File: src/rtl/serv_rf_arb_pkg.sv
// rtl/serv_rf_arb_pkg.sv - shared types and constants for the serv RF RAM arbiter
//
// Purpose: FSM state encoding, default burst length and burst counter width
//          used by serv_rf_ram_arb and its round-robin picker.
// Ports:   none (package).
package serv_rf_arb_pkg;

    typedef enum logic [1:0] {
        ST_IDLE = 2'd0,
        ST_OWN0 = 2'd1,
        ST_OWN1 = 2'd2
    } arb_state_t;

    // Cycles one transaction owns the SRAM, counted from the forwarded pulse.
    localparam int BURST_DEFAULT = 36;

    // Counter wide enough for the largest legal burst (255).
    localparam int CNT_W = $clog2(256);

endpackage

File: src/rtl/serv_rf_arb_rr.sv
// rtl/serv_rf_arb_rr.sv - 2-way round-robin picker for the RF RAM arbiter
//
// Purpose: picks one of two pending harts. A lone requester always wins; on a
//          tie the hart that was not granted last wins. The last-granted hart
//          resets to 1 so hart 0 wins the first tie.
// Ports:
//   i_clk, i_rst : clock, asynchronous active-high reset
//   i_pend[1:0]  : per-hart "has pending work" flags
//   i_en         : grant enable (arbiter free this cycle)
//   o_gnt[1:0]   : one-hot grant, zero when disabled or nothing pending
module serv_rf_arb_rr
    import serv_rf_arb_pkg::*;
(
    input  logic       i_clk,
    input  logic       i_rst,
    input  logic [1:0] i_pend,
    input  logic       i_en,
    output logic [1:0] o_gnt
);

    logic last_q;
    logic last_d;

    always_comb begin
        o_gnt  = 2'b00;
        last_d = last_q;
        if (i_en) begin
            case (i_pend)
                2'b01:   o_gnt = 2'b01;
                2'b10:   o_gnt = 2'b10;
                2'b11:   o_gnt = last_q ? 2'b01 : 2'b10;
                default: o_gnt = 2'b00;
            endcase
        end
        if (o_gnt[0]) begin
            last_d = 1'b0;
        end else if (o_gnt[1]) begin
            last_d = 1'b1;
        end
    end

    always_ff @(posedge i_clk or posedge i_rst) begin
        if (i_rst) begin
            last_q <= 1'b1;
        end else begin
            last_q <= last_d;
        end
    end

endmodule

File: src/rtl/serv_rf_ram_arb.sv
// rtl/serv_rf_ram_arb.sv - shares one RF SRAM between two serv_rf_ram_if harts
//
// Purpose: serializes the two harts' register-file transactions onto a single
//          SRAM as fixed-length bursts, alternating round-robin on ties, and
//          prefixes the owning hart index onto the SRAM addresses.
// Optional feature: define SERV_RF_ARB_ERR_EN to make o_err a sticky flag for
//          SRAM strobes from the non-owner or while idle; otherwise o_err = 0.
//          Stray strobes are blocked from the SRAM either way.
// Ports:
//   i_clk, i_rst                     : clock, asynchronous active-high reset
//   i_rreqN, i_wreqN                 : core-side request pulses per hart
//   o_rreqN, o_wreqN                 : forwarded 1-cycle pulses to each RF interface
//   i_waddrN, i_wdataN, i_wenN       : write port from each RF interface
//   i_raddrN, i_renN                 : read port from each RF interface
//   o_waddr, o_wdata, o_wen          : SRAM write port, address = {owner, waddr}
//   o_raddr, o_ren                   : SRAM read port, address = {owner, raddr}
//   o_busy                           : a burst is active
//   o_err                            : sticky protocol error
module serv_rf_ram_arb
    import serv_rf_arb_pkg::*;
#(
    parameter int width = 8,
    parameter int aw    = 8,
    parameter int BURST = BURST_DEFAULT
) (
    input  logic             i_clk,
    input  logic             i_rst,
    input  logic             i_rreq0,
    input  logic             i_wreq0,
    input  logic             i_rreq1,
    input  logic             i_wreq1,
    output logic             o_rreq0,
    output logic             o_wreq0,
    output logic             o_rreq1,
    output logic             o_wreq1,
    input  logic [aw-1:0]    i_waddr0,
    input  logic [width-1:0] i_wdata0,
    input  logic             i_wen0,
    input  logic [aw-1:0]    i_raddr0,
    input  logic             i_ren0,
    input  logic [aw-1:0]    i_waddr1,
    input  logic [width-1:0] i_wdata1,
    input  logic             i_wen1,
    input  logic [aw-1:0]    i_raddr1,
    input  logic             i_ren1,
    output logic [aw:0]      o_waddr,
    output logic [width-1:0] o_wdata,
    output logic             o_wen,
    output logic [aw:0]      o_raddr,
    output logic             o_ren,
    output logic             o_busy,
    output logic             o_err
);

    localparam logic [CNT_W-1:0] BURST_LAST = CNT_W'(BURST - 1);

    arb_state_t       state_q, state_d;
    logic [CNT_W-1:0] cnt_q, cnt_d;
    // Pending work per hart as {read, write}.
    logic [1:0]       pend0_q, pend0_d;
    logic [1:0]       pend1_q, pend1_d;
    logic             rreq0_q, rreq0_d;
    logic             wreq0_q, wreq0_d;
    logic             rreq1_q, rreq1_d;
    logic             wreq1_q, wreq1_d;

    logic [1:0]       pend0_eff;
    logic [1:0]       pend1_eff;
    logic             gnt_en;
    logic [1:0]       gnt;
    logic             active;
    logic             owner;

    // Requests arriving this cycle are folded in before arbitration so an idle
    // arbiter forwards them on the very next cycle.
    assign pend0_eff = pend0_q | {i_rreq0, i_wreq0};
    assign pend1_eff = pend1_q | {i_rreq1, i_wreq1};

    // The last cycle of a burst doubles as the idle decision cycle, which is
    // what makes back-to-back bursts gapless.
    assign gnt_en = (state_q == ST_IDLE) || (cnt_q == '0);

    serv_rf_arb_rr u_rr (
        .i_clk  (i_clk),
        .i_rst  (i_rst),
        .i_pend ({|pend1_eff, |pend0_eff}),
        .i_en   (gnt_en),
        .o_gnt  (gnt)
    );

    always_comb begin
        state_d = state_q;
        cnt_d   = cnt_q;
        pend0_d = pend0_eff;
        pend1_d = pend1_eff;
        rreq0_d = 1'b0;
        wreq0_d = 1'b0;
        rreq1_d = 1'b0;
        wreq1_d = 1'b0;
        if (gnt_en) begin
            state_d = ST_IDLE;
            cnt_d   = '0;
            if (gnt[0]) begin
                state_d = ST_OWN0;
                cnt_d   = BURST_LAST;
                rreq0_d = pend0_eff[1];
                wreq0_d = pend0_eff[0];
                pend0_d = 2'b00;
            end else if (gnt[1]) begin
                state_d = ST_OWN1;
                cnt_d   = BURST_LAST;
                rreq1_d = pend1_eff[1];
                wreq1_d = pend1_eff[0];
                pend1_d = 2'b00;
            end
        end else begin
            cnt_d = cnt_q - 1'b1;
        end
    end

    always_ff @(posedge i_clk or posedge i_rst) begin
        if (i_rst) begin
            state_q <= ST_IDLE;
            cnt_q   <= '0;
            pend0_q <= 2'b00;
            pend1_q <= 2'b00;
            rreq0_q <= 1'b0;
            wreq0_q <= 1'b0;
            rreq1_q <= 1'b0;
            wreq1_q <= 1'b0;
        end else begin
            state_q <= state_d;
            cnt_q   <= cnt_d;
            pend0_q <= pend0_d;
            pend1_q <= pend1_d;
            rreq0_q <= rreq0_d;
            wreq0_q <= wreq0_d;
            rreq1_q <= rreq1_d;
            wreq1_q <= wreq1_d;
        end
    end

    assign o_rreq0 = rreq0_q;
    assign o_wreq0 = wreq0_q;
    assign o_rreq1 = rreq1_q;
    assign o_wreq1 = wreq1_q;

    assign active = (state_q != ST_IDLE);
    assign owner  = (state_q == ST_OWN1);
    assign o_busy = active;

    // SRAM port mux: combinational so the RF interface timing is untouched.
    // Everything reads 0 while idle, including addresses and data.
    always_comb begin
        o_waddr = '0;
        o_wdata = '0;
        o_wen   = 1'b0;
        o_raddr = '0;
        o_ren   = 1'b0;
        if (active) begin
            if (owner) begin
                o_waddr = {1'b1, i_waddr1};
                o_wdata = i_wdata1;
                o_wen   = i_wen1;
                o_raddr = {1'b1, i_raddr1};
                o_ren   = i_ren1;
            end else begin
                o_waddr = {1'b0, i_waddr0};
                o_wdata = i_wdata0;
                o_wen   = i_wen0;
                o_raddr = {1'b0, i_raddr0};
                o_ren   = i_ren0;
            end
        end
    end

`ifdef SERV_RF_ARB_ERR_EN
    logic err_q, err_d;
    logic stray;

    always_comb begin
        case (state_q)
            ST_IDLE: stray = i_wen0 | i_ren0 | i_wen1 | i_ren1;
            ST_OWN0: stray = i_wen1 | i_ren1;
            ST_OWN1: stray = i_wen0 | i_ren0;
            default: stray = 1'b0;
        endcase
        err_d = err_q | stray;
    end

    always_ff @(posedge i_clk or posedge i_rst) begin
        if (i_rst) begin
            err_q <= 1'b0;
        end else begin
            err_q <= err_d;
        end
    end

    assign o_err = err_q;
`else
    assign o_err = 1'b0;
`endif

endmodule

File: config.mk
export PLATFORM = sky130hd
export DESIGN_NAME = serv_rf_ram_arb
export DESIGN_NICKNAME = d
export VERILOG_FILES = /design/src/rtl/serv_rf_arb_pkg.sv /design/src/rtl/serv_rf_arb_rr.sv /design/src/rtl/serv_rf_ram_arb.sv
export SDC_FILE = /design/constraint.sdc
export NUM_CORES = 1
export LEC_CHECK = 0
export BUFFER_PORTS_ARGS = -buffer_cell sky130_fd_sc_hd__buf_2
export CORE_MARGIN = 2
export CORE_UTILIZATION = 42
export CTS_BUF_LIST = sky130_fd_sc_hd__clkbuf_8 sky130_fd_sc_hd__clkbuf_16
export CTS_CLUSTER_SIZE = 28
export DETAILED_ROUTE_END_ITERATION = 8
export PLACE_DENSITY = 0.84
export SETUP_SLACK_MARGIN = 0.4
export SLEW_MARGIN = 20
export SYNTH_ARGS = -nofsm -noshare
export SYNTH_HDL_FRONTEND = slang
export SYNTH_SLANG_ARGS = --single-unit
File: constraint.sdc
create_clock -name i_clk -period 3.3 [get_ports i_clk]
set_clock_uncertainty 0.2 [all_clocks]
set_input_delay 0.66 -clock i_clk [delete_from_list [all_inputs] [get_ports i_clk]]
set_output_delay 0.66 -clock i_clk [all_outputs]
set_load 0.1 [all_outputs]
==> qor.txt, run 1 <==
site row count: 19
final antenna-violating net count: 0
RSZ-0062 raised after global routing: false
number of antenna violations at the first check in global routing: 0
period utilization: 72.53%
Iteration-0 DRC Markers: 80
cell area after placement: 2038 um2
transition time at the pin with the least slew margin: 0.6773 ns
most common cell after layout, fill and taps aside: sky130_fd_sc_hd__buf_2
I/O Buffers: 90
sequential cell area: 476.7 um2
WL/cell: 17.28 um
global-route usage over all layers: 26.60%
Synth Flop Type: sky130_fd_sc_hd__dfrtp_1
most frequent cells in the layout: sky130_fd_sc_hd__buf_2, sky130_fd_sc_hd__buf_12, sky130_fd_sc_hd__a22o_1
Critical Path RT: 2.44 ns
clock buffer count from CTS: 3
critical path class: reg -> out
run status: complete, no violations
die area: 3198 um2
Detail Placement HPWL: 3.305 mm
maximum clock frequency: 417.8 MHz
total number of vias: 1413
number of enable flip-flop cells after synthesis: 0
startpoint types: register
total negative slack: 0 ns
synthesized area divided by synthesized cell count: 9.430 um2
DRC violation count after routing: 0
worst-case clock buffer depth: 2
total of flip-flops plus latches after synthesis: 19
number of top-level pins: 92
largest fanout on the critical path: 28
ratio of cells with drive above 1 in the final layout: 47.37%
shortest clock period the worst path allows after layout: 2.394 ns
buffer type at the clock tree root: sky130_fd_sc_hd__clkbuf_8
area inside the core boundary: 2686 um2
sum of routed wire length over all layers: 4.146 mm
CTS clock-pin slew for the worst setup and hold paths: 0.07 ns
top cells by area, synth: sky130_fd_sc_hd__dfrtp_1, sky130_fd_sc_hd__a22o_1, sky130_fd_sc_hd__a21oi_1
Resized Gates After CTS: 0
fill cell total of the finished layout: 175
Clk Latency, worst-skew pair: 0.26 ns
worst ir drop on vdd: 0.6676 mV
cell taking the most area after synthesis: sky130_fd_sc_hd__dfrtp_1
x dimension of the die: 56.55 um
vias in the first global route: 1313
Unique masters post-synth: 34
Post-CTS Setup Bufs: 0
placer's final routability congestion estimate: 0.9082
Setup Viol. Count Final: 0
total design power: 1.612 mW
sequential cell area fraction in the yosys report: 41.10%
hold violation total from the final report: 0
Die Y-Extent: 56.55 um
max-capacitance violation count: 0
Num Clock Sinks: 19
Static Leak: 0.9847 nW
global-route wire length before repair: 6.492 mm
critical path data arrival time: 1.53 ns
net count after synthesis: 183
area of combinational cells with multiple inputs: 614.3 um2
via/cell ratio: 5.888
proportion of netlist area held by the largest area contributor: 38.83%
effective utilization at floorplan: 43.18%
leftover overflow at the end of global routing: 0
pin count of the biggest net entering global routing: 29
Detailed Routing Iterations Pass 1: 4
clock tree from TritonCTS: built
Hold Crit Class: in -> async
final-layout worst hold slack: 0.2898 ns
mapped cell area: 1160 um2
relative max-transition margin: 54.80%
Post-CTS Hold Buffers: 0
post-route cell area: 2087 um2
type of element capturing the critical path: primary output
fraction of synthesis flops using an asynchronous set or reset pin: 100.0%
power per standard cell area: 772.2 nW/um2
Layout Nets: 270
area growth from synthesis to layout: 79.94%
Yosys warning count: 0
number of H-tree levels: 1
Syn Inst Count: 123
Max Transition Viols Final: 0
Diodes inserted: 0
[final timing paths]
kind,startpoint,end,slack (ns),cells past startpoint
min,i_rst,pend0_q[1],0.29,2
max,state_q[0],o_wdata[2],0.91,4
max reg2reg,cnt_q[0],cnt_q[5],1.11,5
min reg2reg,state_q[1],state_q[1],0.34,1
max in group asynchronous,i_rst,cnt_q[6],2.18,2
min in group i_clk,state_q[1],state_q[1],0.34,1
[layer usage]
| layer | vias up | track usage [%] | part of all wire [%] |
|---|---|---|---|
| met2 | 88 | 49.83 | 53 |
| met4 | 0 | 9.184 | 3.1 |
| li1 | 642 | - | - |
| met1 | 667 | 29.65 | 34 |
| met5 | - | 0 | 0 |
| met3 | 16 | 4.839 | 9.5 |
[sequential cells by signal (all words and copies together) (netlist names)]
signal / cells
cnt_q: 8
pend1_q: 2
o_wreq0: 1
o_rreq0: 1
u_rr.last_q: 1
o_wreq1: 1
o_rreq1: 1
state_q: 2
pend0_q: 2
[worst max-delay path, cell delays in order, from the launching register on]
cell and delay [ns]:
sky130_fd_sc_hd__dfrtp_1 0.41, sky130_fd_sc_hd__nor2b_1 0.12, sky130_fd_sc_hd__buf_4 0.31, sky130_fd_sc_hd__a22o_1 0.25, sky130_fd_sc_hd__buf_12 0.19
[Yosys cell counts, types with 2 or more instances]
cell	number
sky130_fd_sc_hd__a32o_1	2
sky130_fd_sc_hd__buf_1	3
sky130_fd_sc_hd__xnor2_1	2
sky130_fd_sc_hd__a22o_1	26
sky130_fd_sc_hd__clkbuf_1	4
sky130_fd_sc_hd__a21oi_1	9
sky130_fd_sc_hd__nand2_1	2
sky130_fd_sc_hd__inv_1	6
sky130_fd_sc_hd__mux2i_1	2
sky130_fd_sc_hd__dfrtp_1	18
sky130_fd_sc_hd__nor2_1	12
sky130_fd_sc_hd__or4_1	4
sky130_fd_sc_hd__nor3_1	6
sky130_fd_sc_hd__buf_4	2
sky130_fd_sc_hd__ha_1	2
sky130_fd_sc_hd__o21ai_0	5
[kinds of logic after synthesis]
family	count (synthesis)	share of synthesized area (%)
xor gates and xnor gates	2	1.511
muxes	2	1.726
and+or+nand+nor	32	14.78
AOI/OAI and AO/OA	49	32.47
other	1	0.3233
adders and majority gates	2	2.157
buffers and inverters	16	5.932
DFF	19	41.10
[area by class of cell]
| cell class | count | area share [%] |
|---|---|---|
| timing repair buffer | 92 | 42.45 |
| multi-input combinational | 88 | 29.44 |
| sequential | 19 | 22.84 |
| clock buffer | 3 | 1.978 |
| tap | 31 | 1.859 |
| inverter | 6 | 1.079 |
| clock inverter | 1 | 0.3597 |
[where the power goes]
group / internal (mW) / switching (mW) / total, mW
clock: 0.0851 / 0.0786 / 0.164
sequential: 0.305 / 0.0855 / 0.391
combinational: 0.379 / 0.678 / 1.06
total: 0.770 / 0.842 / 1.61
[per-stage QoR]
step / std cells / setup WS (ns) / utilization (%)
CTS: 240 / 0.9051 / 77.69
detailed placement: 236 / 1.136 / 75.87
finish: 240 / 0.9064 / 77.69
global route: 240 / 0.8164 / 77.69
floorplan: 123 / 0.1810 / -
global placement: 236 / 1.178 / 75.87
(Power assumes the default switching activity.)
==> run 2, diff against run 1 <==
--- a/config.mk
+++ b/config.mk
@@ -5,13 +5,14 @@
 export SDC_FILE = /design/constraint.sdc
 export NUM_CORES = 1
 export LEC_CHECK = 0
+export ABC_AREA = 1
 export BUFFER_PORTS_ARGS = -buffer_cell sky130_fd_sc_hd__buf_2
 export CORE_MARGIN = 2
-export CORE_UTILIZATION = 42
+export CORE_UTILIZATION = 39
 export CTS_BUF_LIST = sky130_fd_sc_hd__clkbuf_8 sky130_fd_sc_hd__clkbuf_16
 export CTS_CLUSTER_SIZE = 28
 export DETAILED_ROUTE_END_ITERATION = 8
-export PLACE_DENSITY = 0.84
+export PLACE_DENSITY = 0.79
 export SETUP_SLACK_MARGIN = 0.4
 export SLEW_MARGIN = 20
 export SYNTH_ARGS = -nofsm -noshare
==> constraint.sdc (replaced) <==
create_clock -name i_clk -period 2.28 [get_ports i_clk]
set_clock_uncertainty 0.2 [all_clocks]
set_input_delay 0.456 -clock i_clk [delete_from_list [all_inputs] [get_ports i_clk]]
set_output_delay 0.456 -clock i_clk [all_outputs]
set_load 0.1 [all_outputs]
==> run 2 against run 1 <==
Compared with the run above: worst setup slack worse by 0.68 ns; critical endpoint is now o_wdata[3]; highest routed layer unchanged; total power down 39%; final area up 9.4%; via count down 4.4%; routed wire length up 7.2%; register-to-register slack worse by 0.49 ns; clock power up 45%; die area up 5.8%; hold slack worse by 0.20 ns.
==> qor.txt, run 2 <==
maximum clock frequency: 488.1 MHz
cell taking the most area after synthesis: sky130_fd_sc_hd__dfrtp_1
I/O Buffers: 90
slowest cell delay on critical path: 0.42 ns
Layout Nets: 284
die area: 3385 um2
final-layout worst hold slack: 0.09128 ns
most frequent cells in the layout: sky130_fd_sc_hd__buf_2, sky130_fd_sc_hd__buf_12, sky130_fd_sc_hd__nand2_1
sequential cell area fraction in the yosys report: 41.64%
post-route cell area: 2282 um2
top cells by area, synth: sky130_fd_sc_hd__dfrtp_1, sky130_fd_sc_hd__a22o_1, sky130_fd_sc_hd__nand2_1
power per standard cell area: 428.2 nW/um2
total of flip-flops plus latches after synthesis: 19
slowest stage cell on the critical path: sky130_fd_sc_hd__dfrtp_1
run status: complete, no violations
Clk Latency, worst-skew pair: 0.26 ns
net count after synthesis: 191
Detail Placement HPWL: 3.452 mm
placer's final routability congestion estimate: 0.7931
hold violation total from the final report: 0
critical path class: reg -> out
area inside the core boundary: 2781 um2
transition time at the pin with the least slew margin: 0.6872 ns
Most common cell on crit path: sky130_fd_sc_hd__buf_12
Yosys warning count: 0
CTS clock-pin slew for the worst setup and hold paths: 0.07 ns
area growth from synthesis to layout: 99.34%
Detailed Routing Iterations Pass 1: 4
Unique masters post-synth: 27
synthesized area divided by synthesized cell count: 8.739 um2
Max Transition Viols Final: 0
Die Y-Extent: 58.18 um
final antenna-violating net count: 0
fill cell total of the finished layout: 141
Setup Viol. Count Final: 0
worst ir drop on vdd: 0.5523 mV
buffer type at the clock tree root: sky130_fd_sc_hd__clkbuf_8
global-route usage over all layers: 26.77%
relative max-transition margin: 54.14%
shortest clock period the worst path allows after layout: 2.049 ns
Synth Flop Type: sky130_fd_sc_hd__dfrtp_1
Iteration-0 DRC Markers: 56
startpoint of the worst register-to-register path: state_q[0]
proportion of netlist area held by the largest area contributor: 39.34%
global-route wire length before repair: 6.755 mm
cell area after placement: 2186 um2
number of antenna violations at the first check in global routing: 1
type of element capturing the critical path: primary output
post-layout utilization of the core: 82.05%
startpoint types: register
ratio of cells with drive above 1 in the final layout: 60.99%
Syn Inst Count: 131
final standard cell count with taps included and fillers excluded: 255
flip-flop count of the largest register after layout: 8
site row count: 19
max-capacitance violation count: 0
number of top-level pins: 92
Most flops, register: cnt_q
Num Clock Sinks: 19
effective utilization at floorplan: 41.16%
setup slack, reg-to-reg: 0.62 ns
most common cell after layout, fill and taps aside: sky130_fd_sc_hd__buf_2
RSZ-0062 raised after global routing: true
fraction of synthesis flops using an asynchronous set or reset pin: 100.0%
cell-by-cell listing of the critical path: nor2_4, buf_12, a22o_2, buf_12
x dimension of the die: 58.18 um
largest fanout on the critical path: 14
Synth top cells by count: sky130_fd_sc_hd__a22o_1, sky130_fd_sc_hd__nand2_1, sky130_fd_sc_hd__nor2_1
number of H-tree levels: 1
mapped cell area: 1145 um2
most frequent cell after synthesis: sky130_fd_sc_hd__a22o_1
r2r endpoint: cnt_q[6]
worst-case clock buffer depth: 2
area of combinational cells with multiple inputs: 708.2 um2
total negative slack: 0 ns
period utilization: 89.86%
pin count of the biggest net entering global routing: 28
Hold Crit Class: in -> async
via/cell ratio: 5.298
clock buffer count from CTS: 3
count of placed standard cells including taps: 247
Reg2Reg Depth: 6
sequential cell area: 476.7 um2
leftover overflow at the end of global routing: 0
WL/cell: 17.42 um
clock tree from TritonCTS: built
vias in the first global route: 1356
total number of vias: 1351
number of enable flip-flop cells after synthesis: 0
DRC violation count after routing: 0
critical path data arrival time: 1.39 ns
Critical Path RT: 1.62 ns
Static Leak: 1.259 nW
sum of routed wire length over all layers: 4.443 mm
## run 2: timing repair
item	in CTS	in global routing
gates cloned	1	1
hold buffers	0	0
gates resized for setup	3	1
setup endpoints to repair	29	29
setup buffers	1	0
pin swaps	1	0
## run 2: critical path: cells and delay by family, from the launching register on
kind                   cells  cell delay (ns)
AO/OA/AOI/OAI              1             0.17
AND/OR/NAND/NOR            1             0.19
buffers and inverters      2             0.34
flip-flops                 1             0.42
## run 2: through the flow
stage          worst slack (ns)  power (mW)
2_1_floorplan            0.1931      0.5758
3_3_place_gp             0.4784      0.7413
3_5_place_dp             0.4467      0.7460
4_1_cts                  0.2333      0.9805
5_1_grt                  0.1783      0.9950
6_report                 0.2311      0.9772
## run 2: cell type report
type / instances / area share, %
Timing Repair Buffer: 95 / 42.11
Multi-Input combinational cell: 92 / 31.03
Sequential cell: 19 / 20.89
Inverter: 13 / 2.138
Clock buffer: 3 / 1.809
Tap cell: 31 / 1.700
Clock inverter: 1 / 0.2193
Antenna cell: 1 / 0.1096
## run 2: where the power goes
part | total, mW | internal (mW) | leakage, nW | switching [mW]
Combinational | 0.404 | 0.157 | 1.01 | 0.247
Clock | 0.237 | 0.122 | 0.0255 | 0.115
Sequential | 0.337 | 0.337 | 0.221 | 0.00000191
## run 2: worst max-delay path by stage
stage / slack (ns) / cells after the start / endpoint / startpoint
global placement: 0.48 / 4 / o_busy / state_q[0]
global route: 0.18 / 4 / o_wdata[3] / state_q[0]
floorplan: 0.19 / 4 / o_waddr[8] / state_q[0]
finish: 0.23 / 4 / o_wdata[3] / state_q[0]
detailed placement: 0.45 / 4 / o_busy / state_q[0]
CTS: 0.23 / 4 / o_wdata[3] / state_q[0]
## run 2: per-layer routing
metal	GRT usage [%]	vias up	part of all wire (%)
li1	-	628	-
met3	6.473	13	8.4
met1	28.23	634	34
met2	49.35	76	53
met4	12.96	0	3.7
met5	0	-	0
## run 2: cells by family after synthesis
family / share of synthesized area, %
AND/OR/NAND/NOR: 21.86
flip-flops: 41.64
AO/OA/AOI/OAI: 24.59
adder cells (fa/ha/maj): 2.185
XOR/XNOR: 1.530
buffers and inverters: 7.868
other: 0.3276
==> run 3, diff against run 2 <==
--- a/config.mk
+++ b/config.mk
@@ -6,13 +6,14 @@
 export NUM_CORES = 1
 export LEC_CHECK = 0
 export ABC_AREA = 1
-export BUFFER_PORTS_ARGS = -buffer_cell sky130_fd_sc_hd__buf_2
 export CORE_MARGIN = 2
-export CORE_UTILIZATION = 39
+export CORE_UTILIZATION = 60
 export CTS_BUF_LIST = sky130_fd_sc_hd__clkbuf_8 sky130_fd_sc_hd__clkbuf_16
 export CTS_CLUSTER_SIZE = 28
 export DETAILED_ROUTE_END_ITERATION = 8
-export PLACE_DENSITY = 0.79
+export DONT_BUFFER_PORTS = 1
+export HOLD_SLACK_MARGIN = 0.05
+export PLACE_DENSITY = 0.75
 export SETUP_SLACK_MARGIN = 0.4
 export SLEW_MARGIN = 20
 export SYNTH_ARGS = -nofsm -noshare
==> run 3 against run 2 <==
Compared with the run above: synthesized area stayed put; the run now fails in clock tree synthesis; synthesized cell count stayed put.
==> qor.txt, run 3 <==
fraction of synthesis flops using an asynchronous set or reset pin: 100.0%
proportion of netlist area held by the largest area contributor: 39.34%
Post-CTS Setup Bufs: 1
net count after synthesis: 191
number of H-tree levels: 1
x dimension of the die: 47.68 um
Synth top cells by count: sky130_fd_sc_hd__a22o_1, sky130_fd_sc_hd__nand2_1, sky130_fd_sc_hd__nor2_1
total of flip-flops plus latches after synthesis: 19
I/O Buffers: 0
sequential cell area fraction in the yosys report: 41.64%
run status: aborted with a tool error
mapped cell area: 1145 um2
effective utilization at floorplan: 64.89%
Num Clock Sinks: 19
Detail Placement HPWL: 3.148 mm
site row count: 15
Post-CTS Hold Buffers: 1
number of enable flip-flop cells after synthesis: 0
number of top-level pins: 92
Yosys warning count: 0
Syn Inst Count: 131
buffer type at the clock tree root: sky130_fd_sc_hd__clkbuf_8
synthesized area divided by synthesized cell count: 8.739 um2
Die Y-Extent: 47.68 um
clock buffer count from CTS: 3
worst-case clock buffer depth: 2
Synth Flop Type: sky130_fd_sc_hd__dfrtp_1
cell taking the most area after synthesis: sky130_fd_sc_hd__dfrtp_1
most frequent cell after synthesis: sky130_fd_sc_hd__a22o_1
placer's final routability congestion estimate: 0.7907
Log Error: [ERROR DPL-0033] detailed placement checks failed during check placement.
Resized Gates After CTS: 9
top cells by area, synth: sky130_fd_sc_hd__dfrtp_1, sky130_fd_sc_hd__a22o_1, sky130_fd_sc_hd__nand2_1
last flow stage reached: clock tree synthesis
Unique masters post-synth: 27
[run 3: logic make-up after synthesis]
logic type | Yosys count | synth area share [%]
AO/OA/AOI/OAI | 33 | 24.59
XOR/XNOR | 2 | 1.530
adder cells (fa/ha/maj) | 2 | 2.185
buffers and inverters | 20 | 7.868
flip-flops | 19 | 41.64
other | 1 | 0.3276
AND/OR/NAND/NOR | 54 | 21.86
[run 3: stage by stage]
stage                     instances  hold slack (ns)  area [um2]  setup slack (ns)
after detailed placement        171           0.2705        1618            0.3755
after floorplan                 131           0.2064        1277            0.1931
after global placement          171           0.2586        1618            0.4758
==> run 4, diff against run 3 <==
==> config.mk (replaced) <==
export PLATFORM = sky130hd
export DESIGN_NAME = serv_rf_ram_arb
export DESIGN_NICKNAME = d
export VERILOG_FILES = /design/src/rtl/serv_rf_arb_pkg.sv /design/src/rtl/serv_rf_arb_rr.sv /design/src/rtl/serv_rf_ram_arb.sv
export SDC_FILE = /design/constraint.sdc
export NUM_CORES = 1
export LEC_CHECK = 0
export ABC_AREA = 1
export CORE_AREA = 2 2 63 65
export DETAILED_ROUTE_END_ITERATION = 8
export DIE_AREA = 0 0 65 67
export DONT_BUFFER_PORTS = 1
export PLACE_DENSITY_LB_ADDON = 0.15
export SLEW_MARGIN = 20
export SYNTH_ARGS = -nofsm -noshare
export SYNTH_HDL_FRONTEND = slang
export SYNTH_SLANG_ARGS = --single-unit
==> run 4 against run 3 <==
Compared with the run above: the flow now finishes, with violations (negative hold slack).
==> qor.txt, run 4 (synthesized netlist as in run 2, its figures left out) <==
total negative slack: 0 ns
minimum setup slack in the final design: 0.1345 ns
final-layout worst hold slack: -0.004447 ns
shortest clock period the worst path allows after layout: 2.146 ns
worst ir drop on vdd: 0.2930 mV
total number of vias: 1036
setup slack, reg-to-reg: 0.60 ns
post-layout utilization of the core: 50.97%
Reg2Reg Depth: 7
area inside the core boundary: 3606 um2
die area: 4355 um2
effective utilization at floorplan: 31.75%
Detail Placement HPWL: 2.547 mm
slowest cell delay on critical path: 0.40 ns
WL/cell: 15.80 um
critical path data arrival time: 1.49 ns
relative max-transition margin: 53.53%
hold violation total from the final report: 15
Resized Gates After CTS: 0
critical path class: reg -> out
most common cell after layout, fill and taps aside: sky130_fd_sc_hd__buf_12
count of placed standard cells including taps: 206
DRC violation count after routing: 0
slowest stage cell on the critical path: sky130_fd_sc_hd__dfrtp_1
final antenna-violating net count: 0
run status: finished with violations
number of top-level pins: 92
vias in the first global route: 1042
net switching power figure: 330.9 uW
ratio of cells with drive above 1 in the final layout: 40.74%
share of total power in combinational logic: 37.4%
Static Leak: 0.9608 nW
Clk Latency, worst-skew pair: 0.25 ns
Internal: 573.3 uW
r2r endpoint: pend1_q[1]
flip-flop count of the largest register after layout: 8
max-capacitance violation count: 0
number of H-tree levels: 1
Die Y-Extent: 67 um
Setup Viol. Count Final: 0
clock buffer count from CTS: 3
placer's final routability congestion estimate: 0.7738
Post-CTS Setup Bufs: 0
transition time at the pin with the least slew margin: 0.6963 ns
Detailed Routing Iterations Pass 1: 4
global-route usage over all layers: 14.97%
site row count: 22
Num Clock Sinks: 19
RSZ-0062 raised after global routing: false
Post-CTS Hold Buffers: 0
most frequent cells in the layout: sky130_fd_sc_hd__buf_12, sky130_fd_sc_hd__nand2_1, sky130_fd_sc_hd__nor2_1
Max Transition Viols Final: 0
cell-by-cell listing of the critical path: nor2_4, buf_4, a22o_1, buf_12
leftover overflow at the end of global routing: 0
Most flops, register: cnt_q
worst-case setup slack after placement: 0.4187 ns
maximum clock frequency: 466.1 MHz
worst-case clock buffer depth: 2
global-route wire length before repair: 4.947 mm
largest fanout on the critical path: 27
number of antenna violations at the first check in global routing: 0
proportion of power drawn by the clock network: 25.3%
Layout Nets: 223
startpoint of the worst register-to-register path: cnt_q[0]
x dimension of the die: 65 um
Critical Path RT: 1.62 ns
area growth from synthesis to layout: 60.55%
portion of total power attributed to sequential cells: 37.3%
buffer type at the clock tree root: sky130_fd_sc_hd__clkbuf_8
type of element capturing the critical path: primary output
period utilization: 94.10%
clock tree from TritonCTS: built
power per standard cell area: 492.0 nW/um2
pin count of the biggest net entering global routing: 28
I/O Buffers: 0
violations in the final reports: negative hold slack
final standard cell count with taps included and fillers excluded: 210
CTS clock-pin slew for the worst setup and hold paths: 0.07 ns
proportion of total power due to net switching: 36.59%
sum of routed wire length over all layers: 3.319 mm
via/cell ratio: 4.933
startpoint types: register
Hold Crit Class: in -> async
Iteration-0 DRC Markers: 34
Diodes inserted: 0
[run 4: power groups by stage]
stage	combinational, mW	sequential, mW	clock, mW
after floorplan	0.221	0.343	0
after global placement	0.338	0.343	0
after detailed placement	0.339	0.343	0
after CTS	0.340	0.337	0.234
after global routing	0.344	0.337	0.255
final	0.338	0.337	0.229
[run 4: metrics by stage]
step / total power [mW] / instance area, um2 / hold slack [ns]
after floorplan: 0.5639 / 1169 / 0.2064
after global placement: 0.6811 / 1793 / 0.2651
after detailed placement: 0.6819 / 1793 / 0.2669
after CTS: 0.9117 / 1838 / 0.02923
after global routing: 0.9358 / 1838 / 0.05193
final: 0.9042 / 1838 / -0.004447
[run 4: worst max-delay path, delay by kind of cell, from the launching register on]
kind,cells,cell delay (ns)
buffers and inverters,2,0.47
AOI/OAI and AO/OA,1,0.25
and+or+nand+nor,1,0.10
DFF,1,0.40
[run 4: final cells by class]
| class | instances | area (um2) |
|---|---|---|
| clock buffers | 4 | 45.04 |
| fillers | 322 | 1768 |
| inverters | 13 | 48.80 |
| multi-input cells | 92 | 601.8 |
| flip-flops and latches | 19 | 476.7 |
| well taps | 48 | 60.06 |
| repair buffers | 34 | 605.6 |
[run 4: worst max-delay path by stage]
stage	startpoint	endpoint	slack, ns	cells after the start
6_report	state_q[0]	o_wdata[7]	0.13	4
2_1_floorplan	state_q[0]	o_waddr[0]	-0.16	4
3_3_place_gp	state_q[0]	o_waddr[2]	0.46	4
5_1_grt	state_q[0]	o_wdata[7]	0.07	4
4_1_cts	state_q[0]	o_wdata[7]	0.14	4
3_5_place_dp	state_q[0]	o_wdata[7]	0.42	4
[run 4: layer usage]
metal	track usage, %	vias to the layer above	routed length, um
met2	28.48	68	1679
li1	-	501	-
met3	3.547	8	308
met5	0	-	0
met1	16.84	459	1277
met4	3.191	0	55
